==> src/rtl/pedestrian_signal.sv <==
// Pedestrian crossing signal slaved to the vehicle traffic-light controller.
// Grants WALK on red entry when requested, then flashes DON'T-WALK.
module pedestrian_signal #(
    parameter int WALK_TIME  = 8,
    parameter int FLASH_TIME = 6
) (
    input  logic       clk,
    input  logic       rst,
    input  logic [3:0] light,
    input  logic       ped_btn,
    output logic       walk,
    output logic       dont_walk,
    output logic       ped_wait,
    output logic [3:0] walk_count,
    output logic       fault
);

    typedef enum logic [1:0] {
        ST_STOP  = 2'd0,
        ST_WALK  = 2'd1,
        ST_FLASH = 2'd2,
        ST_FAULT = 2'd3
    } state_e;

    localparam logic [3:0] RED       = 4'd1;
    localparam logic [3:0] WALK_LOAD  = 4'(WALK_TIME - 1);
    localparam logic [3:0] FLASH_LOAD = 4'(FLASH_TIME - 1);

    state_e     state_q, state_d;
    logic [3:0] cnt_q, cnt_d;
    logic       req_q, req_d;
    logic [3:0] prev_light_q;

    logic       walk_q, walk_d;
    logic       dont_walk_q, dont_walk_d;
    logic [3:0] walk_count_q, walk_count_d;
    logic       fault_q, fault_d;

    logic       one_hot;
    logic       red_entry;

    assign one_hot   = (light == 4'd1) || (light == 4'd2) ||
                       (light == 4'd4) || (light == 4'd8);
    assign red_entry = (light == RED) && (prev_light_q != RED);

    // State, counter, request latch, previous light and registered outputs
    always_ff @(posedge clk or negedge rst) begin
        if (!rst) begin
            state_q      <= ST_STOP;
            cnt_q        <= 4'd0;
            req_q        <= 1'b0;
            prev_light_q <= RED;
            walk_q       <= 1'b0;
            dont_walk_q  <= 1'b1;
            walk_count_q <= 4'd0;
            fault_q      <= 1'b0;
        end else begin
            state_q      <= state_d;
            cnt_q        <= cnt_d;
            req_q        <= req_d;
            prev_light_q <= light;
            walk_q       <= walk_d;
            dont_walk_q  <= dont_walk_d;
            walk_count_q <= walk_count_d;
            fault_q      <= fault_d;
        end
    end

    // Next state: fault beats abort beats expiry beats request/red entry
    always_comb begin
        state_d = state_q;
        cnt_d   = cnt_q;
        req_d   = req_q;
        if (!one_hot) begin
            state_d = ST_FAULT;
            cnt_d   = 4'd0;
            req_d   = 1'b0;
        end else begin
            case (state_q)
                ST_STOP: begin
                    if (red_entry && (req_q || ped_btn)) begin
                        state_d = ST_WALK;
                        cnt_d   = WALK_LOAD;
                        req_d   = 1'b0;
                    end else if (ped_btn) begin
                        req_d = 1'b1;
                    end
                end
                ST_WALK: begin
                    if (light != RED) begin
                        state_d = ST_STOP;
                        cnt_d   = 4'd0;
                    end else if (cnt_q == 4'd0) begin
                        state_d = ST_FLASH;
                        cnt_d   = FLASH_LOAD;
                    end else begin
                        cnt_d = cnt_q - 4'd1;
                    end
                end
                ST_FLASH: begin
                    if (light != RED || cnt_q == 4'd0) begin
                        state_d = ST_STOP;
                        cnt_d   = 4'd0;
                    end else begin
                        cnt_d = cnt_q - 4'd1;
                    end
                end
                default: begin
                    state_d = ST_FAULT;
                    cnt_d   = 4'd0;
                end
            endcase
        end
    end

    // Lamp decode from the next state so the lamps are registered
    always_comb begin
        walk_d       = 1'b0;
        dont_walk_d  = 1'b1;
        walk_count_d = 4'd0;
        fault_d      = 1'b0;
        case (state_d)
            ST_WALK: begin
                walk_d       = 1'b1;
                dont_walk_d  = 1'b0;
                walk_count_d = cnt_d;
            end
            ST_FLASH: begin
                dont_walk_d  = cnt_d[0];
                walk_count_d = cnt_d;
            end
            ST_FAULT: begin
                fault_d = 1'b1;
            end
            default: begin
                dont_walk_d = 1'b1;
            end
        endcase
    end

    assign walk       = walk_q;
    assign dont_walk  = dont_walk_q;
    assign ped_wait   = req_q;
    assign walk_count = walk_count_q;
    assign fault      = fault_q;

endmodule
==> config.mk <==
export PLATFORM = sky130hd
export DESIGN_NAME = pedestrian_signal
export DESIGN_NICKNAME = d
export VERILOG_FILES = /design/src/rtl/pedestrian_signal.sv
export SDC_FILE = /design/constraint.sdc
export NUM_CORES = 1
export LEC_CHECK = 0
export BUFFER_PORTS_ARGS = -buffer_cell sky130_fd_sc_hd__buf_2
export CORE_ASPECT_RATIO = 1.5
export CORE_UTILIZATION = 35
export CTS_CLUSTER_SIZE = 12
export DETAILED_ROUTE_END_ITERATION = 8
export MAX_ROUTING_LAYER = met4
export PLACE_DENSITY_LB_ADDON = 0.25
export SYNTH_ARGS = -nofsm -noshare
export SYNTH_HDL_FRONTEND = slang
export SYNTH_SLANG_ARGS = --single-unit
==> constraint.sdc <==
create_clock -name clk -period 2 [get_ports clk]
set_input_delay 0.1 -clock clk [delete_from_list [all_inputs] [get_ports clk]]
set_output_delay 0.1 -clock clk [all_outputs]
set_load 0.01 [all_outputs]
After elaboration in Yosys (flattened, before gate mapping)
Index checks and enable logic that the tools add are counted.

cells by class
  $add $sub $neg = 1
  equality and inequality tests = 13
  mux-type cells = 20
  reductions and logical operators = 11

operators by type and width
  cell                                              number
  2-to-1 mux 4 bit                                  6
  one-hot mux 4 bit (3 select lines)                1
  2-to-1 mux 2 bit                                  5
  != test 4 x 1 -> 1 bit, second input constant     2
  == test 2 bit, second input constant              3
  2-to-1 mux 1 bit                                  6
  one-hot mux 2 bit (3 select lines)                1
  logical OR 1 bit                                  5
  == test 2 x 1 -> 1 bit, second input constant     2
  == test 4 x 1 -> 1 bit, second input constant     1
  == test 4 x 2 -> 1 bit, second input constant     1
  == test 4 x 3 -> 1 bit, second input constant     1
  == test 4 bit, second input constant              1
  logical NOT 4 bit                                 1
  subtractor 4 x 1 -> 4 bit, second input constant  1
  != test 3 x 2 -> 1 bit, second input constant     1
  logical AND 1 bit                                 2
  logical NOT 2 bit                                 1
  != test 2 x 1 -> 1 bit, second input constant     1
  one-hot mux 1 bit (2 select lines)                1
  AND reduction 2 bit                               1
  OR reduction 2 bit                                1

word-level totals
  register bits after elaboration = 18
  input bits = 7
  word-level logic and storage cells = 53

Depth between registers and ports, before layout
Gate-level depths: netlist (run 1).

  depth in word-level cells = 9
  mapped depth = 9

Worst setup path before layout (run 1)
Ideal clock, no wire load.

  path type = input to register
  from = input port light[3]
  to = register walk_count_q[2], in the netlist walk_count[2]
  library setup time = 0.104 ns
  arrival time = 2.064 ns
  required time = 1.896 ns
  setup slack = -0.168 ns
  stages = 8
  path buffers = 1
  cells stage by stage = or4b_1 > buf_2 > or3_4 > o31ai_4 > nor2b_1 > ha_1 > nand2b_1 > a221oi_1

on the way
  cells in the longest elaborated chain, start to end = 9
  elaborated cells on any way between the ends = 25

ends and longest elaborated chain
  item                                                     RTL line  RTL
  start, declared                                          9         input logic [3:0] light,
  == test 4 x 1 -> 1 bit                                   42, 44
  logical AND 1 bit                                        44        assign red_entry = (light == RED) && (prev_light_q != RED);
  logical AND 1 bit                                        81        if (red_entry && (req_q || ped_btn)) begin
  2-to-1 mux 2 bit                                         81
  one-hot mux 2 bit (3 select lines)                       79        case (state_q)
  2-to-1 mux 2 bit                                         74        if (!one_hot) begin
  == test 2 bit or == test 2 x 1 -> 1 bit (tied branches)  122       case (state_d)
  OR reduction 2 bit (no source line)                      --
  2-to-1 mux 4 bit *                                       122
  via walk_count_d[2]                                      36        logic [3:0] walk_count_q, walk_count_d;
  end signal, assigned                                     64        walk_count_q <= walk_count_d;
  end, declared                                            36

The timed path passes the listed nets; every way through them passes the cells marked *.
A chain may end at the register's enable or synchronous reset.

Worst setup path after layout (run 1)
  from = register cnt_q[1]
  to = register walk_count_q[2], in the netlist walk_count[2]

on the way
  cells in the longest elaborated chain, start to end = 8
  elaborated cells on any way between the ends = 17

ends and longest elaborated chain
  item                                                     RTL line  RTL
  start, declared                                          30        logic [3:0] cnt_q, cnt_d;
  start signal, assigned                                   59        cnt_q <= cnt_d;
  logical NOT 4 bit *                                      93, 101
  2-to-1 mux 2 bit or logical OR 1 bit (tied branches)     93, 101
  2-to-1 mux 2 bit (on tied branches)                      90, 101
  one-hot mux 2 bit (3 select lines) *                     79
  2-to-1 mux 2 bit *                                       74
  via state_d[1]                                           29        state_e state_q, state_d;
  == test 2 bit or == test 2 x 1 -> 1 bit (tied branches)  122
  OR reduction 2 bit (no source line) *                    --
  2-to-1 mux 4 bit *                                       122
  via walk_count_d[2]                                      36

Marks and branches as above.

==> results of run 1 <==
## kinds of logic after synthesis
logic type	after synthesis	synth area share
compound gates	18	0.1444
xor+xnor	3	0.02835
fa+ha+maj	5	0.06748
buf+inv	8	0.03373
flops	18	0.4885
simple gates	38	0.2375
## metrics by stage
stage / setup TNS (ns) / cells
2_1_floorplan: -0.1634 / 90
3_3_place_gp: -0.4462 / 137
3_5_place_dp: -0.4862 / 137
4_1_cts: 0 / 141
5_1_grt: -0.08878 / 145
6_report: 0 / 145
## final cells by class
cell class | instances | area [um2] | area share
inverter | 5 | 18.77 | 0.01517
tap | 24 | 30.03 | 0.02427
clock buffer | 3 | 22.52 | 0.01820
sequential | 18 | 452.9 | 0.3660
timing repair buffer | 31 | 203.9 | 0.1648
multi-input combinational | 64 | 509.2 | 0.4115
## cell usage in the layout, fill, tap and decap left out, drive strengths merged, types with 2 or more instances in the layout
cell,synthesis,final
nor3b,3,3
clkbuf,1,3
dfstp,2,2
xnor2,2,2
nor3,3,3
dfrtp,16,16
nand2,3,3
nor2b,2,2
nand3,3,3
o21ai,3,3
nor4b,4,4
a21oi,5,5
o22ai,2,2
ha,5,5
nand2b,4,4
o31ai,2,2
inv,5,5
buf,2,30
nor2,11,11
## registers in the layout, summed over array words and instances, names as in the netlist
signal        flops
cnt_q             4
prev_light_q      4
walk_count        4
state_q           2
dont_walk         1
fault             1
ped_wait          1
walk              1
## critical path, cell delays in order (launching register included)
cell,delay [ns]
dfrtp_1,0.40
inv_2,0.09
ha_4,0.13
nor3b_4,0.23
nor2_2,0.09
o21ai_2,0.16
nand3_2,0.09
ha_1,0.30
nand2b_4,0.16
a221oi_2,0.18
## power breakdown
| group | internal, mW | leakage, nW | switching (mW) |
|---|---|---|---|
| combinational | 0.0237 | 0.313 | 0.0299 |
| clock | 0.0700 | 0.0138 | 0.103 |
| sequential | 0.369 | 0.222 | 0.00202 |
## what timing repair did
action / CTS / global route
gates resized for setup: 1 / 12
buffers inserted: 0 / 4
pin swaps: 0 / 4
hold buffers: 1 / 0
hold endpoints to repair: 16 / 0
setup endpoints to repair: 4 / 7
## per-layer routing
layer | GRT usage | vias to the layer above | share of wire
met4 | 0.09091 | 0 | 0.033
li1 | - | 385 | -
met3 | 0.02228 | 6 | 0.022
met2 | 0.2739 | 14 | 0.56
met5 | - | - | 0
met1 | 0.1731 | 379 | 0.39
## how the worst min path moves through the flow
stage / start / cells past startpoint / endpoint
after floorplan: rst / 0 / cnt_q[0]
after global placement: rst / 1 / fault
after detailed placement: rst / 1 / fault
after CTS: light[3] / 2 / prev_light_q[3]
after global routing: light[3] / 2 / prev_light_q[3]
final: light[3] / 2 / prev_light_q[3]
==> key figures, run 1 <==
Route
  • DRC: 0
  • Drt total wl: around 2.1 mm
  • Routed WL per cell: 14.42 um
  • Vias per std cell: 5.407
  • DRT Pass-1 Iters: 4
  • Antenna viol nets, final: 0
  • Via count: 784
  • Initial DRC count: 21

Worst setup path
  • R2r startpoint: cnt_q[1]
  • CP startpoint: cnt_q[1]
  • FF-to-FF End: walk_count[2]
  • Crit path kind: reg -> reg
  • Worst Setup End Kind: flip-flop
  • CP Max Fanout: 4
  • CP Data Arrival Time: 2.12 ns
  • Crit start category: flip-flop
  • Req. time, crit path: between 2 and 2.5 ns
  • Worst Reg-to-Reg Cells: 9
  • CP endpoint: walk_count[2]
  • R2R Setup Slk: 0.09 ns

Die
  • Die area: ~2900 um2
  • Total core area: between 2000 and 2500 um2
  • Starting Density: 0.3742
  • Die outline width: between 40 and 50 um
  • FP Rows: 22
  • DIE HEIGHT: 65.04 um
  • # IOs: 15

Timing
  • Slew headroom: 0.6705
  • Fin crit share: 0.9560
  • Setup violators final: 0
  • RSZ-0062 raised after global routing: true
  • Max Fclk: around 520 MHz
  • Skew final: ~0.0042 ns
  • Hold Fails Final Rpt: 0
  • Final worst setup slack: 0.08807 ns
  • Hold slack final: between 0.05 and 0.06 ns
  • Worst-margin pin slew: 0.4942 ns
  • Fin. max-slew vios: 0
  • Minimum clock period after layout: 1.912 ns

Min path
  • Hold WC Path Type: in -> reg

Global route
  • Gr usage total: 0.1610
  • Vias in the first global route: between 700 and 800
  • Initial antenna violation count: 0
  • First-pass GRT wire length: 3.270 mm
  • Remaining Overflow, GRT: 0
  • Largest net degree at the start of global routing: 19

Power and ir drop
  • Pleak: between 0.5 and 0.6 nW
  • Pwr Density: 482.3 nW/um2
  • Max VDD drop: 0.3471 mV
  • Tot Pwr: 0.5968 mW

Final layout
  • Fraction of layout cells with a size suffix above 1: 0.4215
  • Nets: roughly 140
  • Layout fillers: roughly 230
  • Final Core Density: 0.4995
  • Area grow syn2layout: 33.47%
  • Final Instance Area: approximately 1200 um2
  • Ant diodes: 0

Placed design
  • Placed inst area: 1127 um2
  • Dpl hpwl: around 1.5 mm
  • Dpl ws: -0.1432 ns
  • RePlAce Congestion: 0.8455
  • IO buf count: 14

CTS
  • Root Buffer: clkbuf_4
  • Clock Pin Slew Worst Setup and Hold Paths: ~0.090 ns
  • H-tree depth: 1
  • Worst-Skew Late Latency: between 0.2 and 0.3 ns
  • Longest Clk Path Bufs: 2
  • Clock buffer count from CTS: 3
  • CTS tree: yes
  • Sink Count: 18

Synth
  • Cells after Synth: 90
  • Mapped Area: just over 900 um2
  • Share of the synthesized area in the top cell type: 0.4318
  • Synth area leaders: dfrtp_1, ha_1, dfstp_2
  • Yosys warns: 0
  • Post-synth EDFFs: 0
  • Post-synth top area cell: dfrtp_1
  • Ys async rst share: 1.000
  • #FFs+latches synth: 18
  • Top-count cell post-synth: dfrtp_1
  • Ys flop type: dfrtp_1
  • Seq/Total Area, Yosys: 0.4885
  • Mapped Avg Cell Area: about 10 um2
  • Cell variety after synth: 34
  • Synthesized Nets: between 100 and 150
  • Top cells by count, synth: dfrtp_1, nor2_1, a21oi_1, ha_1, inv_1

Outcome
  • Status: finished clean

Flow run
  • Max cap viols: 0
No activity file was read; power rests on OpenSTA's default activity.
==> inputs of run 2 (changes only) <==
--- a/config.mk
+++ b/config.mk
@@ -6,8 +6,7 @@
 export NUM_CORES = 1
 export LEC_CHECK = 0
 export BUFFER_PORTS_ARGS = -buffer_cell sky130_fd_sc_hd__buf_2
-export CORE_ASPECT_RATIO = 1.5
-export CORE_UTILIZATION = 35
+export CORE_UTILIZATION = 48
 export CTS_CLUSTER_SIZE = 12
 export DETAILED_ROUTE_END_ITERATION = 8
 export MAX_ROUTING_LAYER = met4
==> run 2 against run 1 <==
- core utilization grew 19 points
- hold slack lost 0.011 ns
- wire length shrank 9.7%
- via count shrank 3.8%
- largest cell class unchanged
==> key figures, run 2 (synthesis gave the netlist of run 1 again) <==
Outcome
  • Status: finished clean

Worst setup path
  • CP Data Arrival Time: between 2 and 2.5 ns
  • Critical path's top delay family: simple AND/OR/NAND/NOR gates
  • Worst Setup End Kind: flip-flop
  • R2r startpoint: cnt_q[1]
  • Worst Reg-to-Reg Cells: 9
  • FF-to-FF End: walk_count[2]
  • R2R Setup Slk: around 0.067 ns
  • Req. time, crit path: between 2 and 2.5 ns
  • Critical Path, Cell by Cell: inv_1, ha_1, nor3b_4, buf_4, nand3_1, nand3_2, ha_1, nand2b_4, a221oi_2
  • CP Max Fanout: 5
  • Max stage delay cell, worst path: dfrtp_1
  • CP dominant cell by count: ha_1
  • Crit start category: flip-flop
  • Buf/Inv on CP: 2
  • CP max stage delay: roughly 0.4 ns
  • Crit path kind: reg -> reg

CTS
  • Clock buffer count from CTS: 3
  • Clock Pin Slew Worst Setup and Hold Paths: ~0.1 ns
  • Sink Count: 18
  • CTS tree: yes
  • H-tree depth: 1
  • Root Buffer: clkbuf_4
  • Longest Clk Path Bufs: 2
  • Worst-Skew Late Latency: about 0.29 ns

Die
  • Die area: between 2000 and 2500 um2
  • Total core area: about 1800 um2
  • # IOs: 15
  • Starting Density: 0.5255
  • FP Rows: 15
  • Die outline width: 45.95 um
  • DIE HEIGHT: approximately 46 um

Route
  • DRC: 0
  • Initial DRC count: 11
  • DRT Pass-1 Iters: 4
  • Routed WL per cell: 13.03 um
  • Vias per std cell: ~5.2
  • Antenna viol nets, final: 0
  • Via count: ~750
  • Drt total wl: approximately 1.9 mm

Timing
  • Fin. max-slew vios: 0
  • Minimum clock period after layout: 1.933 ns
  • Max Fclk: roughly 520 MHz
  • Fin crit share: 0.9666
  • Setup violators final: 0
  • Hold slack final: 0.03931 ns
  • Slew headroom: 0.6827
  • Hold Fails Final Rpt: 0
  • Final worst setup slack: 0.06682 ns
  • Skew final: just over 0.0009 ns
  • Worst-margin pin slew: between 0.4 and 0.5 ns

Global route
  • Vias in the first global route: 651
  • Initial antenna violation count: 0
  • Largest net degree at the start of global routing: 19
  • Remaining Overflow, GRT: 0
  • Gr usage total: 0.2155
  • First-pass GRT wire length: between 2 and 3 mm

Power and ir drop
  • Internal cell power: approximately 0.51 mW
  • Net Sw Frac: 0.2214
  • Pwr Density: 531.3 nW/um2
  • Tot Pwr: 0.6502 mW
  • Clk pwr share: 0.343
  • Flop pwr share: 0.571
  • Max VDD drop: a little over 0.5 mV
  • P_sw: 0.1440 mW
  • Pleak: about 0.55 nW
  • Comb power frac: 0.086

Final layout
  • Commonest non-fill, non-tap cells in the layout: dfrtp_1, buf_2, buf_4
  • Fraction of layout cells with a size suffix above 1: 0.3750
  • Final Instance Area: 1224 um2
  • Area grow syn2layout: 31.98%
  • Commonest non-fill, non-tap cell in the layout: dfrtp_1
  • Layout Cells excl Fill: roughly 150
  • Nets: between 100 and 150
  • Ant diodes: 0
  • Layout fillers: approximately 150

Min path
  • Hold path start: light[3]
  • Endpoint, Worst Hold: prev_light_q[3]
  • Hold WC Path Type: in -> reg
  • Hold Path Depth: 2

Placed design
  • RePlAce Congestion: 0.8439
  • Placed inst area: between 1000 and 1500 um2
  • Dpl ws: -0.1228 ns
  • Placed insts: around 140
  • IO buf count: 14
  • Dpl hpwl: ~1.4 mm

Flow run
  • Max cap viols: 0
run 2: power by group through the flow:
stage	combinational [mW]	clock (mW)	sequential, mW
floorplan	0.0203	0	0.376
global route	0.0620	0.240	0.372
global placement	0.0519	0	0.376
finish	0.0561	0.223	0.371
CTS	0.0548	0.222	0.370
detailed placement	0.0527	0	0.377
run 2: per-layer routing:
metal | vias to the layer above | routed length [um] | GRT usage
li1 | 381 | - | -
met1 | 358 | 933 | 0.3048
met2 | 11 | 848 | 0.2873
met3 | 4 | 58 | 0.02381
met4 | 0 | 49 | 0.1412
met5 | - | 0 | -
run 2: per-stage QoR:
| step | TNS, ns | utilization |
|---|---|---|
| after floorplan | -0.1634 | - |
| after global placement | -0.3012 | 0.6440 |
| after detailed placement | -0.3537 | 0.6440 |
| after CTS | 0 | 0.6702 |
| after global routing | -0.02036 | 0.6936 |
| final | 0 | 0.6936 |
run 2: worst max path at each step:
stage               startpoint             to  slack [ns]  cells past startpoint
global route          cnt_q[0]  walk_count[2]       -0.02                      9
floorplan             light[3]  walk_count[2]        -0.1                      8
detailed placement    light[3]  walk_count[2]       -0.12                      8
global placement      light[3]  walk_count[2]       -0.11                      8
finish                cnt_q[1]  walk_count[2]        0.07                      9
CTS                   cnt_q[1]  walk_count[2]       0.005                      9
run 2: cell type report:
type | count | area, um2 | share of cell area
multi-input cells | 64 | 499.2 | 0.4080
flip-flops and latches | 18 | 452.9 | 0.3701
repair buffers | 29 | 185.2 | 0.1513
clock buffers | 4 | 36.28 | 0.02965
well taps | 25 | 31.28 | 0.02556
inverters | 5 | 18.77 | 0.01534
run 2: timing repair:
item,in CTS,in global routing
hold endpoints to repair,16,0
resized for setup,0,7
setup endpoints to repair,0,7
buffers inserted,0,2
hold buffers,1,0
